==> config.mk <==
export PLATFORM = sky130hd
export DESIGN_NAME = fp_sqrt_iter_flat
export DESIGN_NICKNAME = d
export VERILOG_FILES = /design/src/rtl/fp_sqrt_iter_if.sv /design/src/rtl/fp_sqrt_iter.sv /design/src/flat_wrapper.sv
export SDC_FILE = /design/constraint.sdc
export NUM_CORES = 1
export LEC_CHECK = 0
export ABC_AREA = 0
export BUFFER_PORTS_ARGS = -buffer_cell sky130_fd_sc_hd__clkbuf_2
export CAP_MARGIN = 20
export CORE_MARGIN = 10
export CORE_UTILIZATION = 25
export CTS_CLUSTER_SIZE = 14
export DETAILED_ROUTE_END_ITERATION = 10
export GPL_ROUTABILITY_DRIVEN = 0
export GPL_TIMING_DRIVEN = 0
export SETUP_SLACK_MARGIN = 0.3
export SLEW_MARGIN = 10
export SYNTH_ARGS = -nofsm -noshare
export SYNTH_HDL_FRONTEND = slang
export SYNTH_SLANG_ARGS = --single-unit
export TNS_END_PERCENT = 5
==> constraint.sdc <==
create_clock -name clk -period 3.1 [get_ports clk]
set_input_delay 0.31 -clock clk [delete_from_list [all_inputs] [get_ports clk]]
set_output_delay 0.31 -clock clk [all_outputs]
set_load 0.03 [all_outputs]
==> src/rtl/fp_sqrt_iter_if.sv <==
// Request/response bundle for fp_sqrt_iter. The rem signal exists only when
// FP_SQRT_ITER_REM_EN is defined.
interface fp_sqrt_iter_if #(
  parameter int WIDTH      = 32,
  parameter int FRAC_WIDTH = 16
);
  localparam int ITERS = (WIDTH + FRAC_WIDTH + 1) / 2;

  logic             go;
  logic [WIDTH-1:0] in;
  logic [WIDTH-1:0] out;
  logic             done;
  logic             busy;

`ifdef FP_SQRT_ITER_REM_EN
  logic [ITERS:0]   rem;

  modport master (output go, output in, input out, input done, input busy, input rem);
  modport slave  (input go, input in, output out, output done, output busy, output rem);
`else
  modport master (output go, output in, input out, input done, input busy);
  modport slave  (input go, input in, output out, output done, output busy);
`endif
endinterface

==> src/rtl/fp_sqrt_iter.sv <==
// Unsigned fixed-point square root, restoring radix-2 digit recurrence, DIGITS_PER_CYCLE bits per cycle.
// Define FP_SQRT_ITER_REM_EN to expose the final remainder (radicand - root^2) on bus.rem.
module fp_sqrt_iter #(
  parameter int WIDTH            = 32,
  parameter int INT_WIDTH        = 16,
  parameter int FRAC_WIDTH       = 16,
  parameter int DIGITS_PER_CYCLE = 1
) (
  input  logic          clk,
  input  logic          reset,
  fp_sqrt_iter_if.slave bus
);
  localparam int R       = ((WIDTH + FRAC_WIDTH + 1) / 2) * 2;
  localparam int ITERS   = R / 2;
  localparam int D_SAFE  = (DIGITS_PER_CYCLE < 1) ? 1 : DIGITS_PER_CYCLE;
  localparam int N       = (ITERS + D_SAFE - 1) / D_SAFE;
  localparam int CNT_W   = (N > 1) ? $clog2(N) : 1;
  localparam logic [CNT_W-1:0] CNT_LAST = CNT_W'(N - 1);

  if ((INT_WIDTH + FRAC_WIDTH != WIDTH) || (DIGITS_PER_CYCLE < 1) ||
      (DIGITS_PER_CYCLE > ITERS)) begin : g_param_check
    $error("fp_sqrt_iter: illegal parameters WIDTH=%0d INT_WIDTH=%0d FRAC_WIDTH=%0d DIGITS_PER_CYCLE=%0d",
           WIDTH, INT_WIDTH, FRAC_WIDTH, DIGITS_PER_CYCLE);
  end

  typedef enum logic [1:0] {S_IDLE, S_BUSY, S_DONE} state_t;

  state_t             state_reg, state_next;
  logic [R-1:0]       rad_reg, rad_w, rad_load;
  logic [ITERS+1:0]   rem_reg, rem_w, rem_try, trial;
  logic [ITERS-1:0]   root_reg, root_w;
  logic [CNT_W-1:0]   cnt_reg;
  logic [WIDTH-1:0]   out_reg;
  logic               accept;
  logic               last_cycle;

  // Radicand is the operand scaled by 2^FRAC_WIDTH, zero-extended to R bits.
  assign rad_load = R'(bus.in) << FRAC_WIDTH;

  always_comb begin
    state_next = state_reg;
    accept     = 1'b0;
    last_cycle = 1'b0;
    case (state_reg)
      S_IDLE: begin
        if (bus.go) begin
          accept     = 1'b1;
          state_next = S_BUSY;
        end
      end
      S_BUSY: begin
        if (cnt_reg == CNT_LAST) begin
          last_cycle = 1'b1;
          state_next = S_DONE;
        end
      end
      S_DONE: begin
        if (bus.go) begin
          accept     = 1'b1;
          state_next = S_BUSY;
        end else begin
          state_next = S_IDLE;
        end
      end
      default: state_next = S_IDLE;
    endcase
  end

  // Chained restoring steps; steps beyond ITERS on the final cycle pass through untouched.
  always_comb begin
    rad_w   = rad_reg;
    rem_w   = rem_reg;
    root_w  = root_reg;
    rem_try = '0;
    trial   = '0;
    for (int i = 0; i < D_SAFE; i++) begin
      if (int'(cnt_reg) * D_SAFE + i < ITERS) begin
        rem_try = {rem_w[ITERS-1:0], rad_w[R-1 -: 2]};
        trial   = {root_w, 2'b01};
        root_w  = root_w << 1;
        if (rem_try >= trial) begin
          rem_w     = rem_try - trial;
          root_w[0] = 1'b1;
        end else begin
          rem_w = rem_try;
        end
        rad_w = rad_w << 2;
      end
    end
  end

  always_ff @(posedge clk or negedge reset) begin
    if (!reset) begin
      state_reg <= S_IDLE;
      rad_reg   <= '0;
      rem_reg   <= '0;
      root_reg  <= '0;
      cnt_reg   <= '0;
      out_reg   <= '0;
    end else begin
      state_reg <= state_next;
      if (accept) begin
        rad_reg  <= rad_load;
        rem_reg  <= '0;
        root_reg <= '0;
        cnt_reg  <= '0;
      end else if (state_reg == S_BUSY) begin
        rad_reg  <= rad_w;
        rem_reg  <= rem_w;
        root_reg <= root_w;
        cnt_reg  <= cnt_reg + 1'b1;
      end
      if (last_cycle) begin
        out_reg <= WIDTH'(root_w);
      end
    end
  end

`ifdef FP_SQRT_ITER_REM_EN
  logic [ITERS:0] rem_out_reg;

  always_ff @(posedge clk or negedge reset) begin
    if (!reset) begin
      rem_out_reg <= '0;
    end else if (last_cycle) begin
      rem_out_reg <= rem_w[ITERS:0];
    end
  end

  assign bus.rem = rem_out_reg;
`endif

  assign bus.out  = out_reg;
  assign bus.done = (state_reg == S_DONE);
  assign bus.busy = (state_reg == S_BUSY);
endmodule

==> src/flat_wrapper.sv <==
// flat-port wrapper written by rule: the top's interface ports become plain ports
module fp_sqrt_iter_flat 
#(
  parameter int WIDTH            = 32,
  parameter int INT_WIDTH        = 16,
  parameter int FRAC_WIDTH       = 16,
  parameter int DIGITS_PER_CYCLE = 1
)
  (clk, reset, bus_go, bus_in, bus_out, bus_done, bus_busy);
  fp_sqrt_iter_if #(.WIDTH(WIDTH), .FRAC_WIDTH(FRAC_WIDTH)) bus_i ();
  input  logic clk;
  input  logic reset;
  input wire logic [$bits(bus_i.go)-1:0] bus_go;
  input wire logic [$bits(bus_i.in)-1:0] bus_in;
  output wire logic [$bits(bus_i.out)-1:0] bus_out;
  output wire logic [$bits(bus_i.done)-1:0] bus_done;
  output wire logic [$bits(bus_i.busy)-1:0] bus_busy;
  assign bus_i.go = bus_go;
  assign bus_i.in = bus_in;
  assign bus_out = bus_i.out;
  assign bus_done = bus_i.done;
  assign bus_busy = bus_i.busy;
  fp_sqrt_iter #(.WIDTH(WIDTH), .INT_WIDTH(INT_WIDTH), .FRAC_WIDTH(FRAC_WIDTH), .DIGITS_PER_CYCLE(DIGITS_PER_CYCLE)) u_core (.clk(clk), .reset(reset), .bus(bus_i));
endmodule
# Yosys cells after proc, flatten, opt, wreduce, memory -nomap -nowiden
# Cells that the tools add are included.
totals:
  reg_bits: 127
  elab_cells: 42
  in_bits: 35
op_classes:
  eq_ne: 5
  n_lt_le_gt_ge: 2
  n_mux: 21
  n_reduce_logical: 6
  add_sub_neg: 2
op_table:
  columns: ["op", "n"]
  rows:
  - ["24-bit 2-to-1 mux", 7]
  - ["48-bit 2-to-1 mux", 3]
  - ["26-bit >= comparator", 1]
  - ["24-bit subtractor", 1]
  - ["5-bit 2-to-1 mux", 2]
  - ["1-bit 2-to-1 mux", 6]
  - ["2-bit case mux with 3 select lines", 1]
  - ["5-bit by 1-bit adder with 5-bit output (second input constant)", 1]
  - ["5-bit equality test (second input constant)", 1]
  - ["5-bit less-than comparator (second input constant)", 1]
  - ["2-bit 2-to-1 mux", 2]
  - ["2-bit AND reduction", 2]
  - ["2-bit nonzero test", 2]
  - ["2-bit by 1-bit equality test with 1-bit output (second input constant)", 1]
  - ["2-bit equality test (second input constant)", 1]
  - ["2-bit zero test", 1]
  - ["2-bit by 1-bit != test with 1-bit output (second input constant)", 1]
  - ["2-bit != test (second input constant)", 1]
  - ["2-bit OR reduction", 1]

# Depth between registers and ports, before layout
# Gate-level depths: netlist of the first run.
depth:
  depth_word: 5
  ltp_mapped: 12
  depth_no_buf: 10

# Worst setup path before layout of the first run
# Ideal clock, no wire load.
synth_path:
  kind: "reg-to-reg"
  start: "reg u_core.root_reg[0]"
  end: "reg u_core.rem_reg[1]"
  path_buffers: 0
  setup_slack_ns: 0.401
  arrival_ns: 2.617
  synth_period_minus_slack_ns: 2.699
  required_time_ns: 3.017
  path_stages_with_launch: 11
  path_cell_list: "dfrtp_1 inv_1 ha_1 nor2b_4 o31a_1 o31a_1 nor4b_2 nor3_2 o21ai_4 mux2_2 o21ai_0"
synth_between:
  elab_chain_len: 5
synth_lines:
  columns: ["element", "line", "source"]
  rows:
  - ["start, declared", "fp_sqrt_iter.sv:31", "logic [ITERS-1:0] root_reg, root_w;"]
  - ["start signal, assigned", "fp_sqrt_iter.sv:110", "root_reg <= root_w;"]
  - ["26-bit >= comparator", "fp_sqrt_iter.sv:81", "if (rem_try >= trial) begin"]
  - ["24-bit 2-to-1 mux", "fp_sqrt_iter.sv:81", null]
  - ["24-bit 2-to-1 mux", "fp_sqrt_iter.sv:77", "if (int'(cnt_reg) * D_SAFE + i < ITERS) begin"]
  - ["24-bit 2-to-1 mux", "fp_sqrt_iter.sv:107", "end else if (state_reg == S_BUSY) begin"]
  - ["24-bit 2-to-1 mux", "fp_sqrt_iter.sv:102", "if (accept) begin"]
  - ["end signal, assigned", "fp_sqrt_iter.sv:109", "rem_reg <= rem_w;"]
  - ["end, declared", "fp_sqrt_iter.sv:30", "logic [ITERS+1:0] rem_reg, rem_w, rem_try, trial;"]
# No other way between the ends. The select of a mux whose other input is x is not followed.
# A chain may end at the register's enable or synchronous reset.

# Final worst setup path of the first run
layout_path:
  start: "reg u_core.root_reg[0]"
  end: "reg u_core.rem_reg[6]"
layout_between:
  elab_chain_len: 5
  word_cells_on_any_way: 6
  classes_between: "add/sub (1); order compare (1); mux (4)"
layout_lines:
  columns: ["element", "line"]
  rows:
  - ["24-bit subtractor / 26-bit >= comparator (equally long branches)", "fp_sqrt_iter.sv:82, fp_sqrt_iter.sv:81"]
  - ["24-bit 2-to-1 mux (*)", "fp_sqrt_iter.sv:81"]
  - ["24-bit 2-to-1 mux (*)", "fp_sqrt_iter.sv:77"]
  - ["24-bit 2-to-1 mux (*)", "fp_sqrt_iter.sv:107"]
  - ["24-bit 2-to-1 mux (*)", "fp_sqrt_iter.sv:102"]
# Mark *: on every way between the ends. The rest lies on a longest branch, timed or not. The select of a mux whose other input is x is not followed.

==> metrics.txt, run 1 <==
status=completed; Tightest Hold Check Type=input port to register; Synth Area in Simple Gates=a little under a fifth; clock slew at reported path FFs=0.07 ns; final WL=17.09 mm; mux cell area share after synthesis=6.364%; DIE AREA=32090 sq um; largest net degree at the start of global routing=99; synthesized area=6331 sq um; Buf/Inv on CP=3; storage element area=2778 sq um; clk sinks=111; CP required=roughly 3.3 ns; Finished Layout Cells=~1100; ys async rst share=100.0%; row count=58; placed insts=roughly 1100; share of cells above drive strength 1=14.08%; global route overflow=0; fraction of the mapped netlist area in compound gates=between 10% and 20%; CTS tree=done; Top FF cell, synth=dfrtp_1; Synth Warn #=0; DRC=0; drt pass-1 iters=5; Detail Placement HPWL=about 13 mm; post-synthesis sequential area ratio=43.87%; Final Max Tran Viols=0; Wirelength per Cell=14.90 um; Worst slew margin=a little over half; Synth Register Bits=between 100 and 150; CP Cell Sequence=inv_2, ha_4, nor2b_4, o31a_1, o31a_1, nor4b_4, nor3_2, o21ai_4, buf_12, buf_12, mux2i_1, o21ai_1; critical path peak fanout=10; # IOs=69; number of enable flip-flop cells after synthesis=0; Port Buf Inserts=60; starting density of the core=25.29%; max reg flops=32; endpoints failing hold=0; cells on worst reg2reg path=12; Worst Setup Path Type=register to register; All-Layer GR Usage=10.67%; Detail Route Antenna Nets=0; Post-Synthesis Cells=726; # diodes=0; Die H=179.1 um; CP Data Arrival Time=3.02 ns; CTS root buf=clkbuf_16; first-pass GRT wire length=about 28 mm; footprint of the multi-input gates=about 3300 sq um; Startpoint Class=register; cell depth of the worst setup path=12; Clock Skew=0.006929 ns; Avg Inst Size Synth=8.720 sq um; Synth Area in Adders=between 5 and 6%; vias in the first global route=5268; unrepaired setup endpoints after global routing=true; Core Box Area=25040 sq um; initial antenna violation count=0; final setup violation count=0; CP top delay family=compound AO/OA/AOI/OAI gates; drt initial violations=456; fill count=2651; Max-Cap Viols=0; Hold Path Depth=3; cts bufs inserted=9; post-synthesis xor/xnor area fraction=2.905%; crit end category=register; Crit-path slowest cell=dfrtp_1; f_max=0.3556 GHz; routed vias=5425; NumNets Final=between 800 and 900; largest family of logic cells by synthesized area=simple AND/OR/NAND/NOR gates; CTS max path bufs=2; Worst-Margin Slew=0.7133 ns; post-route clock period utilization=90.70%; CP peak stage delay=about 0.41 ns; Area growth syn-to-layout=19.47%; Final min period=approximately 2.8 ns; Via density=4.730; Yosys cell types=57; worst skew pair latency=0.36 ns; Die X-Extent=179.1 um; H-tree levels=3
==> cells by family after synthesis <==
logic type | after synthesis
compound gates | 182
xor+xnor | 21
fa+ha+maj | 27
buf+inv | 87
flops | 111
mux | 40
other cells | 1
simple gates | 257
==> metal layers <==
metal,global-route usage [%],part of all wire [%]
met5,0,0
met4,3.861,1.9
met3,1.853,5.0
met2,17.59,48
met1,13.73,45
==> path summary, 6_finish.rpt <==
path	slack (ns)	endpoint	start
max	0.29	u_core.rem_reg[6]$_DFFE_PN0P_	u_core.root_reg[0]$_DFFE_PN0P_
min	0.17	u_core.rad_reg[16]$_DFFE_PN0P_	bus_in[0]
max reg2reg	0.29	u_core.rem_reg[6]$_DFFE_PN0P_	u_core.root_reg[0]$_DFFE_PN0P_
min reg2reg	0.52	u_core.bus.out[0]$_DFFE_PN0P_	u_core.bus.out[0]$_DFFE_PN0P_
max in group asynchronous	2.04	u_core.bus.out[1]$_DFFE_PN0P_	reset
min in group asynchronous	0.34	u_core.rad_reg[28]$_DFFE_PN0P_	reset
==> area by class of cell <==
type	instances	share of cell area (%)
Multi-Input combinational cell	535	43.31
Sequential cell	111	36.72
Timing Repair Buffer	70	5.542
Tap cell	330	5.459
Buffer	53	3.490
Clock buffer	11	3.209
Inverter	34	1.687
Clock inverter	3	0.5790
==> cells in the mapped netlist, types with 2 or more instances <==
master	instances	area (sq um)
o31a_1	2	17.52
mux2i_1	38	380.4
a311oi_1	2	17.52
a21boi_0	2	15.01
xor2_1	11	96.34
nor2b_1	3	18.77
nand4_1	8	50.05
nand3_1	58	290.3
dfrtp_1	111	2778
buf_2	2	10.01
buf_4	8	60.06
o21bai_1	3	22.52
o21ai_1	13	65.06
mux2_2	2	22.52
nor2_1	75	281.5
clkbuf_1	36	135.1
buf_1	5	18.77
nand3b_1	2	15.01
a21o_1	5	37.54
inv_1	33	123.9
ha_1	27	337.8
o31ai_1	5	37.54
xnor2_1	10	87.58
nand2b_1	3	18.77
or3_1	2	12.51
o211ai_1	9	67.56
a31oi_1	35	219.0
nor3_1	6	30.03
o21a_1	4	30.03
a21oi_1	46	230.2
nand2_1	88	330.3
a211oi_1	3	22.52
o21ai_0	45	225.2
==> placed cells by master, fill, tap and decap left out, types with 32 or more instances in the layout <==
cell,n
a21oi_1,46
a31oi_1,35
clkbuf_1,34
clkbuf_2,62
dfrtp_1,111
inv_1,32
mux2i_1,38
nand2_1,88
nand3_1,58
nor2_1,75
o21ai_0,45
==> through the flow <==
stage	hold WS, ns	instance area, sq um	worst slack (ns)	utilization, %	TNS (ns)
2_1_floorplan	0.01441	6357	0.4009	-	0
3_3_place_gp	0.4980	7071	-0.02039	28.24	-0.1743
3_5_place_dp	0.1667	7107	-0.05099	28.39	-0.3702
4_1_cts	0.1637	7490	0.2961	29.92	0
5_1_grt	0.1730	7564	0.1749	30.21	0
6_report	0.1724	7564	0.2882	30.21	0
==> timing repair <==
action | CTS | global route
endpoints found under the hold margin | 13 | 0
pin swaps | 4 | 5
hold buffers | 1 | 0
buffers inserted | 5 | 3
gates resized for setup | 7 | 14
endpoints found under the setup margin | 26 | 25
==> tightest hold or removal path: stages <==
cell and delay, ns:
clkbuf_2 0.09, nand2_1 0.04, o21ai_0 0.06
Power of run 1 is left out: the tool's default activity adds up to more than one toggle a clock period on the data nets, which glitch-free logic cannot reach.
==> run 2, diff against run 1 <==
--- a/config.mk
+++ b/config.mk
@@ -8,12 +8,12 @@
 export ABC_AREA = 0
 export BUFFER_PORTS_ARGS = -buffer_cell sky130_fd_sc_hd__clkbuf_2
 export CAP_MARGIN = 20
-export CORE_MARGIN = 10
 export CORE_UTILIZATION = 25
 export CTS_CLUSTER_SIZE = 14
 export DETAILED_ROUTE_END_ITERATION = 10
 export GPL_ROUTABILITY_DRIVEN = 0
 export GPL_TIMING_DRIVEN = 0
+export PLACE_DENSITY = 0.43
 export SETUP_SLACK_MARGIN = 0.3
 export SLEW_MARGIN = 10
 export SYNTH_ARGS = -nofsm -noshare
==> run 2 against run 1 <==
Effect of this change: routed wire length up 6.6%; count of clock-buffer cells in the layout down 1; die area down 19%; cell area increased by 1.1%; register-to-register slack hardly changed; setup slack worse by 0.0038 ns; sequential share of layout area shrank 0.41 points; hold slack got worse by 0.0021 ns; fmax fell by 0.13%; largest cell class unchanged.
==> metrics.txt, run 2 (same netlist as run 1, synthesis figures left out) <==
status=completed (unchanged); Worst slew margin=48.59% (was 52.45%); DRC=0 (unchanged); Final min period=2.816 ns (was 2.812 ns); Tightest Hold Check Type=input port to register (unchanged); CTS max path bufs=2 (unchanged); CTS root buf=clkbuf_16 (unchanged); global route overflow=0 (unchanged); Port Buf Inserts=60 (unchanged); final WL=18.23 mm (was 17.09 mm); row count=57 (was 58); Wirelength per Cell=15.86 um (was 14.90 um); cts bufs inserted=9 (unchanged); f_max=0.3552 GHz (was 0.3556 GHz); clk sinks=111 (unchanged); max reg flops=32 (unchanged); CP top delay family=compound AO/OA/AOI/OAI gates (unchanged); worst skew pair latency=0.37 ns (was 0.36 ns); vias in the first global route=5242 (was 5268); CP Cell Sequence=inv_2, ha_4, nor2b_4, o31a_1, o31a_1, nor4b_4, nor3_2, o21ai_4, buf_12, buf_4, a21oi_1, mux2_2 (was inv_2, ha_4, nor2b_4, o31a_1, o31a_1, nor4b_4, nor3_2, o21ai_4, buf_12, buf_12, mux2i_1, o21ai_1); CP peak stage delay=0.41 ns (about the same); NumNets Final=882 (was 876); critical path peak fanout=6 (was 10); Die X-Extent=161.1 um (was 179.1 um); Startpoint Class=register (unchanged); Via density=4.665 (was 4.730); unrepaired setup endpoints after global routing=true (unchanged); # IOs=69 (unchanged); Buf/Inv on CP=3 (unchanged); Worst Setup Path Type=register to register (unchanged); # diodes=0 (unchanged); Max-Cap Viols=0 (unchanged); DIE AREA=25960 sq um (was 32090 sq um); Detail Route Antenna Nets=0 (unchanged); CP required=3.36 ns (was 3.31 ns); most frequent cells in the layout=dfrtp_1 (111), nand2_1 (88), nor2_1 (75) (unchanged); post-route clock period utilization=90.83% (was 90.70%); routed vias=5360 (was 5425); most common cell after layout, fill and taps aside=dfrtp_1 (unchanged); Area growth syn-to-layout=20.81% (was 19.47%); CP Data Arrival Time=3.07 ns (was 3.02 ns); endpoints failing hold=0 (unchanged); largest net degree at the start of global routing=92 (was 99); All-Layer GR Usage=14.63% (was 10.67%); final core occ=31.09% (was 30.21%); initial antenna violation count=0 (unchanged); CTS tree=done (unchanged); Min Hold Slack=0.1703 ns (was 0.1724 ns); Detail Placement HPWL=13.55 mm (was 12.63 mm); Worst-Margin Slew=0.7711 ns (was 0.7133 ns); Top cell by count, worst path=o31a_1; Final Max Tran Viols=0 (unchanged); drt initial violations=302 (was 456); first-pass GRT wire length=29.57 mm (was 27.54 mm); H-tree levels=3 (unchanged); Die H=161.1 um (was 179.1 um); crit end category=register (unchanged); starting density of the core=25.73% (was 25.29%); Clock Skew=0.01297 ns (was 0.006929 ns); share of cells above drive strength 1=14.91% (was 14.08%); Core Box Area=24600 sq um (was 25040 sq um); final setup violation count=0 (unchanged); Crit-path slowest cell=dfrtp_1 (unchanged); clock slew at reported path FFs=0.08 ns (was 0.07 ns); drt pass-1 iters=4 (was 5)
run 2: changes by cell type in the layout (fill, tap and decap cells not counted), moves of 2 or more:
| cell | change |
|---|---|
| buf_4 | +5 |
| ha_2 | -2 |
| ha_4 | +2 |
| inv_8 | +2 |
run 2: cell type report:
cell class,count,area [sq um]
Buffer,53,267.8
Fill cell,2647,16960
Inverter,34,127.6
Timing Repair Buffer,76,464.2
Sequential cell,111,2778
Multi-Input combinational cell,535,3293
Clock inverter,6,73.82
Tap cell,324,405.4
Clock buffer,10,239.0
run 2: path summary, 6_finish.rpt:
kind                                                     start                        endpoint  slack [ns]  cells past startpoint
worst max-delay path            u_core.root_reg[0]$_DFFE_PN0P_   u_core.bus.out[0]$_DFFE_PN0P_        0.28                     12
worst min-delay path                                 bus_in[1]  u_core.rad_reg[17]$_DFFE_PN0P_        0.17                      3
worst max register to register  u_core.root_reg[0]$_DFFE_PN0P_   u_core.bus.out[0]$_DFFE_PN0P_        0.28                     12
worst min register to register   u_core.bus.out[0]$_DFFE_PN0P_   u_core.bus.out[0]$_DFFE_PN0P_        0.52                      1
max in group asynchronous                                reset  u_core.rem_reg[14]$_DFFE_PN0P_        2.00                      3
min in group asynchronous                                reset  u_core.rad_reg[30]$_DFFE_PN0P_        0.37                      2
run 2: repair_timing:
item                       CTS  global route
pin swaps                    4             5
setup endpoints to repair   26            48
hold endpoints to repair    20             0
gates resized for setup      9            12
hold buffers                 1             0
setup buffers                7             7
run 2: stage by stage:
step	setup slack, ns	cells	setup TNS, ns	instance area [sq um]
floorplan	0.4009	733	0	6357
global placement	-0.1888	1117	-21.28	7063
detailed placement	-0.1478	1118	-2.075	7099
CTS	0.2929	1142	0	7533
global route	0.1656	1149	0	7649
finish	0.2844	1149	0	7649
run 2: worst reg2reg max path, cell delays in order (launching register included):
cell and delay, ns:
dfrtp_1 0.41, inv_2 0.11, ha_4 0.22, nor2b_4 0.13, o31a_1 0.27, o31a_1 0.32
nor4b_4 0.34, nor3_2 0.11, o21ai_4 0.15, buf_12 0.14, buf_4 0.15, a21oi_1 0.07
mux2_2 0.28
run 2: layer usage:
| metal | GRT usage (%) | wire length, um | vias to the layer above |
|---|---|---|---|
| met5 | 0 | 0 | - |
| met3 | 2.234 | 472 | 13 |
| li1 | - | - | 2725 |
| met2 | 23.12 | 8315 | 65 |
| met4 | 3.774 | 217 | 0 |
| met1 | 20.74 | 9220 | 2557 |
Power of run 2 is left out for the same reason.
